===== config.mk =====
export PLATFORM = sky130hd
export DESIGN_NAME = ysyx_22050710_csr_ctrl_flat
export DESIGN_NICKNAME = d
export VERILOG_FILES = /design/src/rtl/ysyx_22050710_csr_ctrl_if.sv /design/src/rtl/ysyx_22050710_csr_ctrl.sv /design/src/flat_wrapper.sv
export SDC_FILE = /design/constraint.sdc
export NUM_CORES = 1
export LEC_CHECK = 0
export BUFFER_PORTS_ARGS = -buffer_cell sky130_fd_sc_hd__buf_2
export CORE_MARGIN = 2
export CORE_UTILIZATION = 51
export CTS_CLUSTER_DIAMETER = 100
export CTS_CLUSTER_SIZE = 12
export DETAILED_ROUTE_END_ITERATION = 7
export PLACE_DENSITY = 0.82
export SYNTH_ARGS = -nofsm -noshare
export SYNTH_HDL_FRONTEND = slang
export SYNTH_SLANG_ARGS = --single-unit

===== constraint.sdc =====
create_clock -name i_clk -period 2.1 [get_ports i_clk]
set_input_delay 0.105 -clock i_clk [delete_from_list [all_inputs] [get_ports i_clk]]
set_output_delay 0.105 -clock i_clk [all_outputs]
set_load 0.005 [all_outputs]

===== src/rtl/ysyx_22050710_csr_ctrl_if.sv =====
// Request/response and CSR-file port bundle for the CSR sequencing controller.
// master: the execute stage plus the CSR file (drives i_*, observes o_*).
// slave:  the controller itself.
interface ysyx_22050710_csr_ctrl_if #(
    parameter int unsigned ADDR_WIDTH = 12,
    parameter int unsigned DATA_WIDTH = 64
);
    localparam int unsigned PC_WIDTH = 64;

    // Request side
    logic                  i_valid;
    logic                  o_ready;
    logic [2:0]            i_op;
    logic [ADDR_WIDTH-1:0] i_csr_addr;
    logic [DATA_WIDTH-1:0] i_rs1_data;
    logic [4:0]            i_uimm;
    logic [PC_WIDTH-1:0]   i_pc;

    // CSR file read port
    logic [ADDR_WIDTH-1:0] o_csr_raddr;
    logic                  o_csr_ren;
    logic [DATA_WIDTH-1:0] i_csr_rdata;

    // CSR file write port
    logic [ADDR_WIDTH-1:0] o_csr_waddr;
    logic [DATA_WIDTH-1:0] o_csr_wdata;
    logic                  o_csr_wen;

    // Completion
    logic                  o_done;
    logic [DATA_WIDTH-1:0] o_rd_data;
    logic                  o_redirect;
    logic [PC_WIDTH-1:0]   o_nextpc;

    modport master (
        output i_valid, i_op, i_csr_addr, i_rs1_data, i_uimm, i_pc, i_csr_rdata,
        input  o_ready, o_csr_raddr, o_csr_ren, o_csr_waddr, o_csr_wdata, o_csr_wen,
        input  o_done, o_rd_data, o_redirect, o_nextpc
    );

    modport slave (
        input  i_valid, i_op, i_csr_addr, i_rs1_data, i_uimm, i_pc, i_csr_rdata,
        output o_ready, o_csr_raddr, o_csr_ren, o_csr_waddr, o_csr_wdata, o_csr_wen,
        output o_done, o_rd_data, o_redirect, o_nextpc
    );
endinterface


===== src/rtl/ysyx_22050710_csr_ctrl.sv =====
// CSR sequencing controller: runs Zicsr read-modify-write ops, ECALL trap entry
// and MRET trap return as fixed multi-cycle sequences on the CSR file ports.
module ysyx_22050710_csr_ctrl #(
    parameter int unsigned ADDR_WIDTH  = 12,
    parameter int unsigned DATA_WIDTH  = 64,
    parameter int unsigned ECALL_CAUSE = 11
) (
    input  logic                    i_clk,
    input  logic                    i_rst,
    ysyx_22050710_csr_ctrl_if.slave bus
);
    localparam int unsigned PC_WIDTH = 64;

    localparam logic [ADDR_WIDTH-1:0] CSR_MSTATUS = ADDR_WIDTH'(12'h300);
    localparam logic [ADDR_WIDTH-1:0] CSR_MTVEC   = ADDR_WIDTH'(12'h305);
    localparam logic [ADDR_WIDTH-1:0] CSR_MEPC    = ADDR_WIDTH'(12'h341);
    localparam logic [ADDR_WIDTH-1:0] CSR_MCAUSE  = ADDR_WIDTH'(12'h342);

    localparam logic [2:0] OP_MRET  = 3'b000;
    localparam logic [2:0] OP_ECALL = 3'b100;

    // Low two op bits select the RMW flavour for both register and immediate forms.
    localparam logic [1:0] KIND_RW = 2'b01;
    localparam logic [1:0] KIND_RS = 2'b10;

    typedef enum logic [3:0] {
        IDLE,
        RD,
        WR,
        TRAP_EPC,
        TRAP_CAUSE,
        TRAP_STAT,
        TRAP_VEC,
        RET_STAT,
        RET_EPC,
        RESP
    } state_t;

    state_t                state;
    logic [1:0]            kind_q;
    logic [ADDR_WIDTH-1:0] addr_q;
    logic [DATA_WIDTH-1:0] operand_q;
    logic                  skip_q;
    logic [DATA_WIDTH-1:0] old_q;
    logic                  wen_q;
    logic [DATA_WIDTH-1:0] wdata_q;

    logic [DATA_WIDTH-1:0] req_operand_c;
    logic                  req_skip_c;
    logic                  wen_c;
    logic [DATA_WIDTH-1:0] wdata_c;

    // MSTATUS on trap entry: MPIE <= MIE, MIE <= 0, MPP <= M.
    function automatic logic [DATA_WIDTH-1:0] mstatus_trap(input logic [DATA_WIDTH-1:0] s);
        logic [DATA_WIDTH-1:0] r;
        r         = s;
        r[7]      = s[3];
        r[3]      = 1'b0;
        r[12:11]  = 2'b11;
        return r;
    endfunction

    // MSTATUS on trap return: MIE <= MPIE, MPIE <= 1, MPP stays M (M-mode only core).
    function automatic logic [DATA_WIDTH-1:0] mstatus_ret(input logic [DATA_WIDTH-1:0] s);
        logic [DATA_WIDTH-1:0] r;
        r         = s;
        r[3]      = s[7];
        r[7]      = 1'b1;
        r[12:11]  = 2'b11;
        return r;
    endfunction

    // New CSR value for the write/set/clear flavours.
    function automatic logic [DATA_WIDTH-1:0] rmw_value(input logic [1:0] kind,
                                                        input logic [DATA_WIDTH-1:0] old,
                                                        input logic [DATA_WIDTH-1:0] opnd);
        logic [DATA_WIDTH-1:0] r;
        if (kind == KIND_RW) begin
            r = opnd;
        end else if (kind == KIND_RS) begin
            r = old | opnd;
        end else begin
            r = old & ~opnd;
        end
        return r;
    endfunction

    // Operand selection and rs1=x0 / zimm=0 write suppression for an incoming request.
    always_comb begin
        req_operand_c = bus.i_rs1_data;
        if (bus.i_op[2]) begin
            req_operand_c = DATA_WIDTH'(bus.i_uimm);
        end
        req_skip_c = bus.i_op[1] & (bus.i_uimm == 5'd0);
    end

    // Write port: a reset sampled this edge must keep the pending write from committing;
    // the MSTATUS updates are same-cycle read-modify-writes so their data follows the read port.
    always_comb begin
        wen_c   = wen_q & ~i_rst;
        wdata_c = '0;
        if (wen_c) begin
            if (state == TRAP_STAT) begin
                wdata_c = mstatus_trap(bus.i_csr_rdata);
            end else if (state == RET_STAT) begin
                wdata_c = mstatus_ret(bus.i_csr_rdata);
            end else begin
                wdata_c = wdata_q;
            end
        end
    end

    assign bus.o_csr_wen   = wen_c;
    assign bus.o_csr_wdata = wdata_c;

    // Sequencer: state, latched request and all registered port/response outputs.
    always_ff @(posedge i_clk) begin
        if (i_rst) begin
            state           <= IDLE;
            kind_q          <= '0;
            addr_q          <= '0;
            operand_q       <= '0;
            skip_q          <= 1'b0;
            old_q           <= '0;
            wen_q           <= 1'b0;
            wdata_q         <= '0;
            bus.o_ready     <= 1'b1;
            bus.o_csr_ren   <= 1'b0;
            bus.o_csr_raddr <= '0;
            bus.o_csr_waddr <= '0;
            bus.o_done      <= 1'b0;
            bus.o_rd_data   <= '0;
            bus.o_redirect  <= 1'b0;
            bus.o_nextpc    <= '0;
        end else begin
            bus.o_csr_ren   <= 1'b0;
            bus.o_csr_raddr <= '0;
            wen_q           <= 1'b0;
            bus.o_csr_waddr <= '0;
            wdata_q         <= '0;
            bus.o_done      <= 1'b0;
            bus.o_rd_data   <= '0;
            bus.o_redirect  <= 1'b0;
            bus.o_nextpc    <= '0;

            case (state)
                IDLE: begin
                    if (bus.i_valid) begin
                        bus.o_ready <= 1'b0;
                        kind_q      <= bus.i_op[1:0];
                        addr_q      <= bus.i_csr_addr;
                        operand_q   <= req_operand_c;
                        skip_q      <= req_skip_c;
                        if (bus.i_op == OP_ECALL) begin
                            state           <= TRAP_EPC;
                            wen_q           <= 1'b1;
                            bus.o_csr_waddr <= CSR_MEPC;
                            wdata_q         <= DATA_WIDTH'(bus.i_pc);
                        end else if (bus.i_op == OP_MRET) begin
                            state           <= RET_STAT;
                            bus.o_csr_ren   <= 1'b1;
                            bus.o_csr_raddr <= CSR_MSTATUS;
                            wen_q           <= 1'b1;
                            bus.o_csr_waddr <= CSR_MSTATUS;
                        end else begin
                            state           <= RD;
                            bus.o_csr_ren   <= 1'b1;
                            bus.o_csr_raddr <= bus.i_csr_addr;
                        end
                    end
                end

                RD: begin
                    state <= WR;
                    old_q <= bus.i_csr_rdata;
                    if (!skip_q) begin
                        wen_q           <= 1'b1;
                        bus.o_csr_waddr <= addr_q;
                        wdata_q         <= rmw_value(kind_q, bus.i_csr_rdata, operand_q);
                    end
                end

                WR: begin
                    state         <= RESP;
                    bus.o_done    <= 1'b1;
                    bus.o_rd_data <= old_q;
                end

                TRAP_EPC: begin
                    state           <= TRAP_CAUSE;
                    wen_q           <= 1'b1;
                    bus.o_csr_waddr <= CSR_MCAUSE;
                    wdata_q         <= DATA_WIDTH'(ECALL_CAUSE);
                end

                TRAP_CAUSE: begin
                    state           <= TRAP_STAT;
                    bus.o_csr_ren   <= 1'b1;
                    bus.o_csr_raddr <= CSR_MSTATUS;
                    wen_q           <= 1'b1;
                    bus.o_csr_waddr <= CSR_MSTATUS;
                end

                TRAP_STAT: begin
                    state           <= TRAP_VEC;
                    bus.o_csr_ren   <= 1'b1;
                    bus.o_csr_raddr <= CSR_MTVEC;
                end

                TRAP_VEC: begin
                    state          <= RESP;
                    bus.o_done     <= 1'b1;
                    bus.o_redirect <= 1'b1;
                    bus.o_nextpc   <= PC_WIDTH'({bus.i_csr_rdata[DATA_WIDTH-1:2], 2'b00});
                end

                RET_STAT: begin
                    state           <= RET_EPC;
                    bus.o_csr_ren   <= 1'b1;
                    bus.o_csr_raddr <= CSR_MEPC;
                end

                RET_EPC: begin
                    state          <= RESP;
                    bus.o_done     <= 1'b1;
                    bus.o_redirect <= 1'b1;
                    bus.o_nextpc   <= PC_WIDTH'(bus.i_csr_rdata);
                end

                RESP: begin
                    state       <= IDLE;
                    bus.o_ready <= 1'b1;
                end

                default: begin
                    state       <= IDLE;
                    bus.o_ready <= 1'b1;
                end
            endcase
        end
    end
endmodule


===== src/flat_wrapper.sv =====
// flat-port wrapper written by rule: the top's interface ports become plain ports
module ysyx_22050710_csr_ctrl_flat 
#(
    parameter int unsigned ADDR_WIDTH  = 12,
    parameter int unsigned DATA_WIDTH  = 64,
    parameter int unsigned ECALL_CAUSE = 11
)
  (i_clk, i_rst, bus_i_valid, bus_i_op, bus_i_csr_addr, bus_i_rs1_data, bus_i_uimm, bus_i_pc, bus_i_csr_rdata, bus_o_ready, bus_o_csr_raddr, bus_o_csr_ren, bus_o_csr_waddr, bus_o_csr_wdata, bus_o_csr_wen, bus_o_done, bus_o_rd_data, bus_o_redirect, bus_o_nextpc);
  ysyx_22050710_csr_ctrl_if #(.ADDR_WIDTH(ADDR_WIDTH), .DATA_WIDTH(DATA_WIDTH)) bus_i ();
  input  logic i_clk;
  input  logic i_rst;
  input wire logic [$bits(bus_i.i_valid)-1:0] bus_i_valid;
  input wire logic [$bits(bus_i.i_op)-1:0] bus_i_op;
  input wire logic [$bits(bus_i.i_csr_addr)-1:0] bus_i_csr_addr;
  input wire logic [$bits(bus_i.i_rs1_data)-1:0] bus_i_rs1_data;
  input wire logic [$bits(bus_i.i_uimm)-1:0] bus_i_uimm;
  input wire logic [$bits(bus_i.i_pc)-1:0] bus_i_pc;
  input wire logic [$bits(bus_i.i_csr_rdata)-1:0] bus_i_csr_rdata;
  output wire logic [$bits(bus_i.o_ready)-1:0] bus_o_ready;
  output wire logic [$bits(bus_i.o_csr_raddr)-1:0] bus_o_csr_raddr;
  output wire logic [$bits(bus_i.o_csr_ren)-1:0] bus_o_csr_ren;
  output wire logic [$bits(bus_i.o_csr_waddr)-1:0] bus_o_csr_waddr;
  output wire logic [$bits(bus_i.o_csr_wdata)-1:0] bus_o_csr_wdata;
  output wire logic [$bits(bus_i.o_csr_wen)-1:0] bus_o_csr_wen;
  output wire logic [$bits(bus_i.o_done)-1:0] bus_o_done;
  output wire logic [$bits(bus_i.o_rd_data)-1:0] bus_o_rd_data;
  output wire logic [$bits(bus_i.o_redirect)-1:0] bus_o_redirect;
  output wire logic [$bits(bus_i.o_nextpc)-1:0] bus_o_nextpc;
  assign bus_i.i_valid = bus_i_valid;
  assign bus_i.i_op = bus_i_op;
  assign bus_i.i_csr_addr = bus_i_csr_addr;
  assign bus_i.i_rs1_data = bus_i_rs1_data;
  assign bus_i.i_uimm = bus_i_uimm;
  assign bus_i.i_pc = bus_i_pc;
  assign bus_i.i_csr_rdata = bus_i_csr_rdata;
  assign bus_o_ready = bus_i.o_ready;
  assign bus_o_csr_raddr = bus_i.o_csr_raddr;
  assign bus_o_csr_ren = bus_i.o_csr_ren;
  assign bus_o_csr_waddr = bus_i.o_csr_waddr;
  assign bus_o_csr_wdata = bus_i.o_csr_wdata;
  assign bus_o_csr_wen = bus_i.o_csr_wen;
  assign bus_o_done = bus_i.o_done;
  assign bus_o_rd_data = bus_i.o_rd_data;
  assign bus_o_redirect = bus_i.o_redirect;
  assign bus_o_nextpc = bus_i.o_nextpc;
  ysyx_22050710_csr_ctrl #(.ADDR_WIDTH(ADDR_WIDTH), .DATA_WIDTH(DATA_WIDTH), .ECALL_CAUSE(ECALL_CAUSE)) u_core (.i_clk(i_clk), .i_rst(i_rst), .bus(bus_i));
endmodule

==> results.md <==
* Worst reg2reg path startpoint: u_core.state[1]
* Tot Pwr at 16,300 µW
* Share of final-layout standard cells stronger than drive strength 1 at 0.253
* Number of global-route vias before repair at 15,600
* Via Count at 16,000
* Final standard cell utilization of the core at 0.743
* Warnings, synthesis at 0
* Synth Area in Simple Gates at 0.240
* Proportion of power drawn by combinational gates at 0.170
* Antenna Violating Nets Remaining at 0
* Worst skew pair latency at 0.52 ns
* Area of the multi-input gates at 6560 µm²
* Sw power at 4490 µW
* Die width at 172 µm
* Global-route wire length before repair at 83,100 µm
* Final worst setup slack at -0.0194 ns
* Class of the most critical hold timing path: input pin to register
* Ports at 436
* Die outline area at 29,400 µm²
* Worst-case hold path end point: u_core.operand_q[0]
* Combined global-route utilization of all metal layers at 0.360
* Combinational family with the most area after synthesis: simple AND/OR/NAND/NOR gates
* Core area at 27,700 µm²
* Count of flip-flops with a built-in enable after synthesis at 0
* # nets final at 2,554
* Setup slack of the worst register-to-register path at 0.12 ns
* Pre-CTS setup slack at 0.313 ns
* Failing checks: DRC, setup timing
* Relative slew slack at 0.379
* #FFs+latches synth at 368
* Layout overhead on the synthesized area at 43.8%
* Number of cells in the finished layout apart from fillers at 2,724
* Signal arrival time at the worst endpoint at 2.01 ns
* Number of instances in the placed design at 2,450
* Sequential Power Share at 0.463
* Reg2Reg Capture Point: u_core.bus.o_nextpc[24]
* Routed Wire Length at 58,400 µm
* Switching share of power at 0.275
* CTS tree: built
* Cell depth of the worst min-delay path at 3
* Synth Net Count at 1,943
* Power density over the cells at 792 nW/µm²
* Pin slew with the least headroom to its limit at 0.931 ns
* Worst Setup End Kind: output pin
* CTS root buf: clkbuf_16
* Kind of start point of the critical path: register
* Worst-path clk slew at 0.07 ns
* Top routing layer used: met4
* Hold Path Origin: bus_i_uimm[0]
* Vertical extent of the die at 172 µm
* Peak ir drop on the vdd network at 727 µV
* Max Cap Violations at 0
* Setup violators final at 3
* Pins over their slew limit at 0
* Primary flip-flop cell chosen by synthesis mapping: dfxtp_1
* Final setup skew at 0.0290 ns
* Share of the yosys chip area belonging to registers at 0.514
* Leakage power total at 0.00840 µW
* Total CTS buffers at 36
* Clk sink count at 368
* Synthesized-area fraction occupied by ao, oa, aoi and oai cells at 0.163
* Initial core utilization at 0.517
* Final critical-path share of the clock period at 1.01
* DRC violations left at 1
* Share of synthesized area spent on multiplexers at 0.00349
* Shortest clock period the worst path allows after layout at 2.12 ns
* Worst hold-check slack at 0.0102 ns
* Number of vias per cell after detailed routing at 5.88
* Number of search-and-repair iterations in the first detailed-routing pass at 8
* Critical path class: register to output pin
* Maximum number of pins on one net before global-route repair at 151
* DR WL met3 at 6550 µm
* Initial antenna violation count at 2
* Sequential cell area in the final layout at 7380 µm²
* RD Place Congestion at 0.868
* Adder-cell share of the synthesized area at 0
* Count of buffers from port buffering at 435
* Achievable frequency at 472 MHz
* Clk network pwr share at 0.367
* Average wire length per cell after detail routing at 21.5 µm
* Library cells used by synthesis at 40
* Cell count of the worst reg-to-reg path at 6
* Gate Count Post-Synth at 1,728
* Area of the mapped netlist at 14,300 µm²
* H-tree depth at 2
* Required time of the critical path at 2.00 ns
* DP Wirelength at 31,100 µm
* Xor/xnor cell area share of the yosys netlist at 0.0385
* First DRT Iteration DRCs at 2,035
* Worst-case clock buffer depth at 3
* Routed wire length on met2 at 27,600 µm
* Hold violation count in the final report at 0
* Final global-route overflow total at 0
* Run status: complete, but fails checks
* Row cnt at 61
* Metal1 wirelength at 20,400 µm
* Async set-or-reset flop fraction in the synthesized netlist at 0
* Internal Power at 11,800 µW
* Post-synthesis area per instance at 8.29 µm²
* Filler instances at 1,786
* Unrepaired setup endpoints after global routing: yes
* Critical path fanouts, max at 8
## timing repair
action / in CTS / in global routing
resized for setup: 17 / 36
endpoints found under the hold margin: 286 / 0
setup buffers: 3 / 6
cloned: 3 / 7
hold buffers: 210 / 0
setup endpoints to repair: 64 / 49
pin swaps: 2 / 7
## area by class of cell
class                      instances  share of cell area
timing repair buffer             708               0.250
clock inverter                     2             0.00225
multi-input combinational       1222               0.319
inverter                           3            0.000547
sequential                       368               0.358
clock buffer                      39              0.0464
tap                              378              0.0230
antenna                            4            0.000486
## power by group through the flow
stage | registers [µW] | logic, µW | clock network, µW
2_1_floorplan | 7640 | 1320 | 0
3_3_place_gp | 7660 | 2130 | 0
3_5_place_dp | 7680 | 2190 | 0
4_1_cts | 7530 | 2560 | 5910
5_1_grt | 7580 | 2940 | 6240
6_report | 7560 | 2770 | 5990
## how the worst max path moves through the flow
stage,startpoint,end
after floorplan,u_core.state[0],u_core.operand_q[13]
after global placement,u_core.state[0],u_core.wdata_q[12]
after detailed placement,u_core.state[1],u_core.operand_q[29]
after CTS,u_core.state[3],bus_o_csr_wdata[3]
after global routing,u_core.state[3],bus_o_csr_wdata[57]
final,u_core.state[2],bus_o_csr_wdata[55]
## critical path: stages, from the launching register on
cell,delay [ns]
dfxtp_4,0.37
buf_4,0.16
nand3b_1,0.14
buf_6,0.17
buf_6,0.22
nand2_1,0.09
a21oi_1,0.18
buf_2,0.15
## layer usage
layer | vias to the layer above | track usage
met1 | 7427 | 0.411
met5 | - | 0
met2 | 1320 | 0.612
li1 | 6936 | -
met4 | 0 | 0.225
met3 | 336 | 0.0815
## registers in the layout (all words and copies together) (netlist names), 12 cells and up
register	flops
u_core.bus.o_nextpc	64
u_core.bus.o_rd_data	64
u_core.old_q	64
u_core.operand_q	64
u_core.wdata_q	64
u_core.addr_q	12
u_core.bus.o_csr_raddr	12
u_core.bus.o_csr_waddr	12
## kinds of logic (layout without fill, tap and decap cells)
group / after synthesis / in the layout
simple gates: 731 / 731
compound gates: 423 / 423
flops: 368 / 368
buf+inv: 138 / 752
xor+xnor: 63 / 63
mux: 5 / 5
other cells: 0 / 4
## metrics by stage
step | area [µm²] | setup TNS (ns)
2_1_floorplan | 14300 | 0
3_3_place_gp | 17000 | 0
3_5_place_dp | 17000 | 0
4_1_cts | 20200 | 0
5_1_grt | 20600 | -0.937
6_report | 20600 | -0.0350
## synth_stat cells (all sizes together), types with 6 or more instances
master	n	area share
a211oi	7	0.0040
a21oi	334	0.12
and2	135	0.059
buf	52	0.018
clkbuf	83	0.022
dfxtp	368	0.51
nand2	407	0.11
nand2b	6	0.0026
nand3	7	0.0024
nand3b	63	0.033
nor2	84	0.023
nor3	12	0.0045
o211ai	65	0.034
xnor2	63	0.039
## placed cells by master, fill, tap and decap left out, drive strengths merged, types with 12 or more instances in the layout
cell type,n
o211ai,65
dlygate4sd3,210
buf,492
clkbuf,45
nor3,12
nand3b,63
xnor2,63
nor2,84
a21oi,334
nand2,407
dfxtp,368
and2,135
Note: power is estimated with default switching activity, not from simulation.
